--- src/rtl/mux_scan_sequencer_if.sv ---
// mux_scan_sequencer_if: control, mux-feedback and sample signals of the scan sequencer
interface mux_scan_sequencer_if #(parameter int DWELL_W = 8);
  logic start;
  logic stop;
  logic cont;
  logic [3:0] chan_en;
  logic [DWELL_W-1:0] dwell;
  logic [1:0] mux_y;
  logic [1:0] sel;
  logic busy;
  logic sample_valid;
  logic [1:0] sample_ch;
  logic [1:0] sample_data;
  logic [7:0] snapshot;
  logic sweep_done;
  modport master (
    output start, stop, cont, chan_en, dwell, mux_y,
    input sel, busy, sample_valid, sample_ch, sample_data, snapshot, sweep_done
  );
  modport slave (
    input start, stop, cont, chan_en, dwell, mux_y,
    output sel, busy, sample_valid, sample_ch, sample_data, snapshot, sweep_done
  );
endinterface

--- src/rtl/mux_scan_sequencer.sv ---
// mux_scan_sequencer: sweeps a 4:1 selector over enabled channels and samples its output after each dwell
module mux_scan_sequencer #(parameter int DWELL_W = 8) (
  input logic clk,
  input logic rst_n,
  mux_scan_sequencer_if.slave bus
);
  typedef enum logic {IDLE, DWELL} state_t;
  state_t state;
  logic [3:0] en_q;
  logic [DWELL_W-1:0] dwell_q;
  logic [DWELL_W-1:0] cnt;
  logic [1:0] low_in;
  logic [1:0] low_q;
  logic [1:0] next_ch;
  logic has_next;
  // Scan downward so the last hit is the lowest qualifying channel
  always_comb begin
    low_in = 2'd0;
    low_q = 2'd0;
    next_ch = 2'd0;
    has_next = 1'b0;
    for (int i = 3; i >= 0; i--) begin
      if (bus.chan_en[i]) low_in = 2'(i);
      if (en_q[i]) low_q = 2'(i);
      if (en_q[i] && i > int'(bus.sel)) begin
        next_ch = 2'(i);
        has_next = 1'b1;
      end
    end
  end
  always_ff @(posedge clk or negedge rst_n) begin
    if (!rst_n) begin
      state <= IDLE;
      en_q <= 4'd0;
      dwell_q <= '0;
      cnt <= '0;
      bus.sel <= 2'd0;
      bus.busy <= 1'b0;
      bus.sample_valid <= 1'b0;
      bus.sample_ch <= 2'd0;
      bus.sample_data <= 2'd0;
      bus.snapshot <= 8'h00;
      bus.sweep_done <= 1'b0;
    end else begin
      bus.sample_valid <= 1'b0;
      bus.sweep_done <= 1'b0;
      if (state == IDLE) begin
        if (bus.start && !bus.stop && |bus.chan_en) begin
          en_q <= bus.chan_en;
          dwell_q <= (bus.dwell == '0) ? DWELL_W'(1) : bus.dwell;
          bus.sel <= low_in;
          cnt <= DWELL_W'(1);
          state <= DWELL;
          bus.busy <= 1'b1;
        end
      end else if (bus.stop) begin
        state <= IDLE;
        bus.busy <= 1'b0;
        bus.sel <= 2'd0;
      end else if (cnt < dwell_q) begin
        cnt <= cnt + DWELL_W'(1);
      end else begin
        bus.sample_valid <= 1'b1;
        bus.sample_ch <= bus.sel;
        bus.sample_data <= bus.mux_y;
        bus.snapshot[2*bus.sel +: 2] <= bus.mux_y;
        if (has_next) begin
          bus.sel <= next_ch;
          cnt <= DWELL_W'(1);
        end else begin
          bus.sweep_done <= 1'b1;
          if (bus.cont) begin
            bus.sel <= low_q;
            cnt <= DWELL_W'(1);
          end else begin
            state <= IDLE;
            bus.busy <= 1'b0;
          end
        end
      end
    end
  end
endmodule

--- src/flat_wrapper.sv ---
// flat-port wrapper written by rule: the top's interface ports become plain ports
module mux_scan_sequencer_flat 
#(parameter int DWELL_W = 8)
  (clk, rst_n, bus_start, bus_stop, bus_cont, bus_chan_en, bus_dwell, bus_mux_y, bus_sel, bus_busy, bus_sample_valid, bus_sample_ch, bus_sample_data, bus_snapshot, bus_sweep_done);
  mux_scan_sequencer_if #(.DWELL_W(DWELL_W)) bus_i ();
  input logic clk;
  input logic rst_n;
  input wire logic [$bits(bus_i.start)-1:0] bus_start;
  input wire logic [$bits(bus_i.stop)-1:0] bus_stop;
  input wire logic [$bits(bus_i.cont)-1:0] bus_cont;
  input wire logic [$bits(bus_i.chan_en)-1:0] bus_chan_en;
  input wire logic [$bits(bus_i.dwell)-1:0] bus_dwell;
  input wire logic [$bits(bus_i.mux_y)-1:0] bus_mux_y;
  output wire logic [$bits(bus_i.sel)-1:0] bus_sel;
  output wire logic [$bits(bus_i.busy)-1:0] bus_busy;
  output wire logic [$bits(bus_i.sample_valid)-1:0] bus_sample_valid;
  output wire logic [$bits(bus_i.sample_ch)-1:0] bus_sample_ch;
  output wire logic [$bits(bus_i.sample_data)-1:0] bus_sample_data;
  output wire logic [$bits(bus_i.snapshot)-1:0] bus_snapshot;
  output wire logic [$bits(bus_i.sweep_done)-1:0] bus_sweep_done;
  assign bus_i.start = bus_start;
  assign bus_i.stop = bus_stop;
  assign bus_i.cont = bus_cont;
  assign bus_i.chan_en = bus_chan_en;
  assign bus_i.dwell = bus_dwell;
  assign bus_i.mux_y = bus_mux_y;
  assign bus_sel = bus_i.sel;
  assign bus_busy = bus_i.busy;
  assign bus_sample_valid = bus_i.sample_valid;
  assign bus_sample_ch = bus_i.sample_ch;
  assign bus_sample_data = bus_i.sample_data;
  assign bus_snapshot = bus_i.snapshot;
  assign bus_sweep_done = bus_i.sweep_done;
  mux_scan_sequencer #(.DWELL_W(DWELL_W)) u_core (.clk(clk), .rst_n(rst_n), .bus(bus_i));
endmodule
--- config.mk ---
export PLATFORM = sky130hd
export DESIGN_NAME = mux_scan_sequencer_flat
export DESIGN_NICKNAME = d
export VERILOG_FILES = /design/src/rtl/mux_scan_sequencer_if.sv /design/src/rtl/mux_scan_sequencer.sv /design/src/flat_wrapper.sv
export SDC_FILE = /design/constraint.sdc
export NUM_CORES = 1
export LEC_CHECK = 0
export CAP_MARGIN = 20
export CORE_MARGIN = 2
export CORE_UTILIZATION = 52
export DETAILED_ROUTE_END_ITERATION = 16
export PLACE_DENSITY = 0.79
export SYNTH_ARGS = -nofsm -noshare
export SYNTH_HDL_FRONTEND = slang
export SYNTH_SLANG_ARGS = --single-unit
export TNS_END_PERCENT = 30
--- constraint.sdc ---
create_clock -name clk -period 2.6 [get_ports clk]
set_clock_uncertainty 0.1 [all_clocks]
set_input_delay 0.39 -clock clk [delete_from_list [all_inputs] [get_ports clk]]
set_output_delay 0.39 -clock clk [all_outputs]
set_load 0.02 [all_outputs]
Word-level counts from Yosys, hierarchy flattened:

Cells that the tools add are included.

* add/subtract/negate cells: 2
* order comparisons: 4
* equality and inequality tests: 6
* shift operators: 2
* muxes and demuxes: 47
* bitwise operators: 3
* reduce and logical (&&, ||, !) cells: 14

Operators with widths (number)
* 8-bit 2-to-1 mux: 7
* 2-bit 2-to-1 mux: 17
* 3-bit negator with 34-bit output: 1
* 2-bit by 34-bit variable shift with 8-bit output, first input constant: 1
* 2-bit by 34-bit variable part select with 8-bit output: 1
* 1-bit 2-to-1 mux: 22
* 3-bit != test, second input constant: 3
* 3-bit AND reduction: 3
* 8-bit by 1-bit adder with 8-bit output, second input constant: 1
* 8-bit bitwise mux: 1
* 8-bit zero test: 1
* 8-bit < comparator: 1
* 4-bit != test, second input constant: 2
* 1-bit logical AND: 5
* 2-bit greater-than comparator, first input constant: 2
* 4-bit AND reduction: 1
* 4-bit OR reduction: 1
* 1-bit inverter: 3
* 1-bit by 2-bit greater-than comparator with 1-bit output, first input constant: 1
* 2-bit != test, second input constant: 1
* 2-bit AND reduction: 1
* 2-bit nonzero test: 1
* 1-bit zero test: 1

* bits in registers: 38
* output and inout port bits: 17
* word-level logic and storage cells: 89

Logic depth before layout (Yosys ltp):

* depth after elaboration: 9
* depth in mapped cells: 9
* depth with buffers taken out: 8

Least setup slack after synthesis:

No wires, ideal clock.

* path type: reg2reg
* start: reg u_core.bus.sel[0]
* end: reg u_core.cnt[0]
* library setup time: 125 ps
* arrival: 2090 ps
* required time: 2375 ps
* setup slack: 285 ps
* stages on the path, launching flop included: 9
* period minus slack after synthesis: 2315 ps
* path through: dfrtp_1 -> inv_1 -> ha_1 -> a2111o_1 -> a21oi_2 -> and2_1 -> buf_6 -> inv_2 -> mux2_2

* cells in the longest elaborated chain, start to end: 9
* elaborated cells between the ends (all ways): 15

Ends and longest elaborated chain
* start, declared: line mux_scan_sequencer_if.sv:22 `output sel, busy, sample_valid, sample_ch, sample_data, snapshot, sweep_done`
* start signal, assigned: line mux_scan_sequencer.sv:51 `bus.sel <= low_in;`
* start signal, assigned: line mux_scan_sequencer.sv:68 `bus.sel <= next_ch;`
* start signal, assigned: line mux_scan_sequencer.sv:73 `bus.sel <= low_q;`
* 2-bit greater-than comparator: line mux_scan_sequencer.sv:25 `if (en_q[i] && i > int'(bus.sel)) begin`
* 1-bit logical AND: line mux_scan_sequencer.sv:25
* 1-bit 2-to-1 mux (2 in series): line mux_scan_sequencer.sv:25
* 1-bit 2-to-1 mux (*): line mux_scan_sequencer.sv:25
* 8-bit 2-to-1 mux: line mux_scan_sequencer.sv:67 `if (has_next) begin`
* 8-bit 2-to-1 mux: line mux_scan_sequencer.sv:60 `end else if (cnt < dwell_q) begin`
* 8-bit 2-to-1 mux: line mux_scan_sequencer.sv:56 `end else if (bus.stop) begin`
* 8-bit 2-to-1 mux: line mux_scan_sequencer.sv:47 `if (state == IDLE) begin`
* end signal, assigned: line mux_scan_sequencer.sv:61 `cnt <= cnt + DWELL_W'(1);`
* end, declared: line mux_scan_sequencer.sv:11 `logic [DWELL_W-1:0] cnt;`

Every way passes the cells marked *; elsewhere a longest branch is shown, timed or not. The select of a mux whose other input is x is not followed.
A chain may end at the register's enable or synchronous reset.

Worst setup path in the final report:

* start: reg u_core.cnt[7]
* end: reg u_core.cnt[2]

* cells in the longest elaborated chain, start to end: 4
* elaborated cells between the ends (all ways): 6

Ends and longest elaborated chain (line)
* 8-bit < comparator (*): mux_scan_sequencer.sv:60
* 8-bit 2-to-1 mux: mux_scan_sequencer.sv:60
* 8-bit 2-to-1 mux: mux_scan_sequencer.sv:56
* 8-bit 2-to-1 mux: mux_scan_sequencer.sv:47

Marked as above.

==> metrics.csv <==
metric,value,unit
grt_antenna_before_repair,0,
min_path_type,in -> async,
clock_path_buffers,2,
ys_seq_area_share,45.6,%
finalHoldViolations,0,
post_cts_buffers,0,
grt_max_degree,39,
tightest_slew,826,ps
synth_area_per_cell,10.4,um^2
core_area,3910,um^2
grt_pass1_vias,1568,
grt_pass1_wl,7090,um
tns,0,ps
cts.sinks,38,
syn_inst,201,
synth_edf_count,0,
die_h,67.3,um
initial_core_util,53.2,%
setup_viol,0,
drt-total-wl,4200,um
cts_hold_buffers,0,
crit_arrival,2410,ps
instances_no_fill,293,
die_w,67.3,um
grt_setup_unrepaired,no,
synthTopCellsByArea,"dfrtp_1, ha_1, mux2_2",
yosys.area.top_type,dfrtp_1,
drt_iter0_drc,117,
ys_seq_elements,38,
yosys.area.top_type_share,45.6,%
avgRoutedWirePerCell,14.3,um
dominantRegCellSynth,dfrtp_1,
leakagePower,1.13,nW
diodes,0,
cp_max_fo,7,
worstSetupEndpointType,register,
power_density,970,nW/um^2
h-tree-depth,2,
grt-ovfl-total,0,
die_area,4530,um^2
synth.distinct_cells,44,
maxSlewHeadroom,45.0,%
outcome,"finished, final reports clean",
clk_latency,290,ps
gp_congestion,0.844,
drive_gt1_share,11.9,%
numPortBuffers,35,
async_flop_share,100,%
min_period,2350,ps
fin_util,65.9,%
vias_per_cell,5.58,
rows,23,
grt.total_usage,21.2,%
netlist_area,2080,um^2
dpl.hpwl,3170,um
path_class,reg -> reg,
vias,1636,
ant_nets,0,
cp.required,2660,ps
route.detailed.drc,0,
vdd_drop_max,0.000512,V
whs,98.8,ps
cts_tree,yes,
cp-start-kind,register,
cts_made_buffers,5,
timing.fmax,0.425,GHz
p_total,2.50,mW
path_clk_slew,70,ps
placedCellCount,286,
ctsResizeCount,0,
synth_nets,235,
yosys_warnings,0,
period_share,90.5,%
final_nets,277,
syn_to_final_growth,23.8,%
ioPinCount,36,
drtPass1Iterations,4,
drv_cap,0,
cts_root_buffer,clkbuf_8,
slew_violations,0,
==> power by group <==
group	switching [mW]	internal, mW	leakage (nW)	total, mW
Clock	0.187	0.184	0.0383	0.371
Sequential	0.157	0.789	0.488	0.946
Combinational	0.633	0.553	0.602	1.19
==> synth_stat cells (all sizes together) (2+ instances only) <==
master,count
inv,13
nor4b,2
nor2b,6
a21oi,8
a2111oi,2
nor3b,2
nand4,2
a221o,4
nand3,7
ha,15
mux2,10
o41ai,6
o21a,3
nand2,18
and2,4
dfrtp,38
buf,5
o31ai,3
nand2b,3
nor2,9
o21ai,20
nor3,7
nor4,2
==> path summary, 6_finish.rpt <==
| check | slack [ps] | cells past startpoint | from | endpoint |
|---|---|---|---|---|
| max reg2reg | 250 | 6 | u_core.cnt[7]$_DFFE_PN0P_ | u_core.cnt[2]$_DFFE_PN0P_ |
| max | 250 | 6 | u_core.cnt[7]$_DFFE_PN0P_ | u_core.cnt[2]$_DFFE_PN0P_ |
| min in group clk | 410 | 1 | u_core.bus.snapshot[6]$_DFFE_PN0P_ | u_core.bus.snapshot[6]$_DFFE_PN0P_ |
| min | 100 | 1 | rst_n | u_core.dwell_q[5]$_DFFE_PN0P_ |
| max in group asynchronous | 1780 | 1 | rst_n | u_core.bus.sel[0]$_DFFE_PN0P_ |
| min reg2reg | 410 | 1 | u_core.bus.snapshot[6]$_DFFE_PN0P_ | u_core.bus.snapshot[6]$_DFFE_PN0P_ |
==> stage by stage <==
step / instance area (um^2) / setup slack [ps]
finish: 2580 / 247
global route: 2580 / 88.8
CTS: 2580 / 239
detailed placement: 2500 / 176
global placement: 2500 / 245
floorplan: 2080 / 285
==> critical path, cell delays in order, from the launching register on <==
cell and delay (ps):
dfrtp_1 420, ha_1 350, a41o_1 260, a211oi_1 260
o31ai_1 190, and2_1 280, a221o_1 380
==> registers in the layout (all words and copies together), names as in the netlist <==
| register | flops |
|---|---|
| u_core.en_q | 4 |
| u_core.cnt | 8 |
| u_core.bus.sample_ch | 2 |
| u_core.bus.sample_valid | 1 |
| u_core.bus.snapshot | 8 |
| u_core.state | 1 |
| u_core.bus.sweep_done | 1 |
| u_core.bus.sel | 2 |
| u_core.bus.busy | 1 |
| u_core.dwell_q | 8 |
| u_core.bus.sample_data | 2 |
==> cells in the final DEF, fill, tap and decap left out, types with 4 or more instances in the layout <==
cell type        netlist  layout
o21ai_0               20      20
nor2b_1                6       6
ha_1                  15      15
buf_4                  1       6
a221o_1                4       4
clkdlybuf4s50_1        0      34
mux2_2                 9       9
nand3_1                7       7
o41ai_1                6       6
inv_1                 12      12
dfrtp_1               38      38
nand2_1               18      18
a21oi_1                7       7
and2_1                 4       4
nor3_1                 7       6
nor2_1                 8       8
clkbuf_8               0       5
==> cell families (layout without fill, tap and decap cells) <==
family	Yosys count	after routing	share of synthesized area, %
buf+inv	19	61	4.14
simple gates	64	64	16.5
flops	38	38	45.6
fa+ha+maj	15	15	9.01
compound gates	54	54	18.8
mux	11	11	5.89
==> layer usage <==
| layer | routed length [um] | global-route usage [%] | share of wire (%) |
|---|---|---|---|
| met2 | 2020 | 33.7 | 48 |
| met3 | 228 | 5.50 | 5.4 |
| met4 | 90 | 10.2 | 2.1 |
| met1 | 1860 | 26.9 | 44 |
| met5 | 0 | 0 | 0 |
==> area by class of cell <==
class                      instances  area, um^2
clock buffer                       7        76.3
inverter                          13        48.8
tap                               50        62.6
sequential                        38         951
timing repair buffer              41         390
fill                             333        1330
multi-input combinational        144        1050
Power figures use the tool's default switching activity.
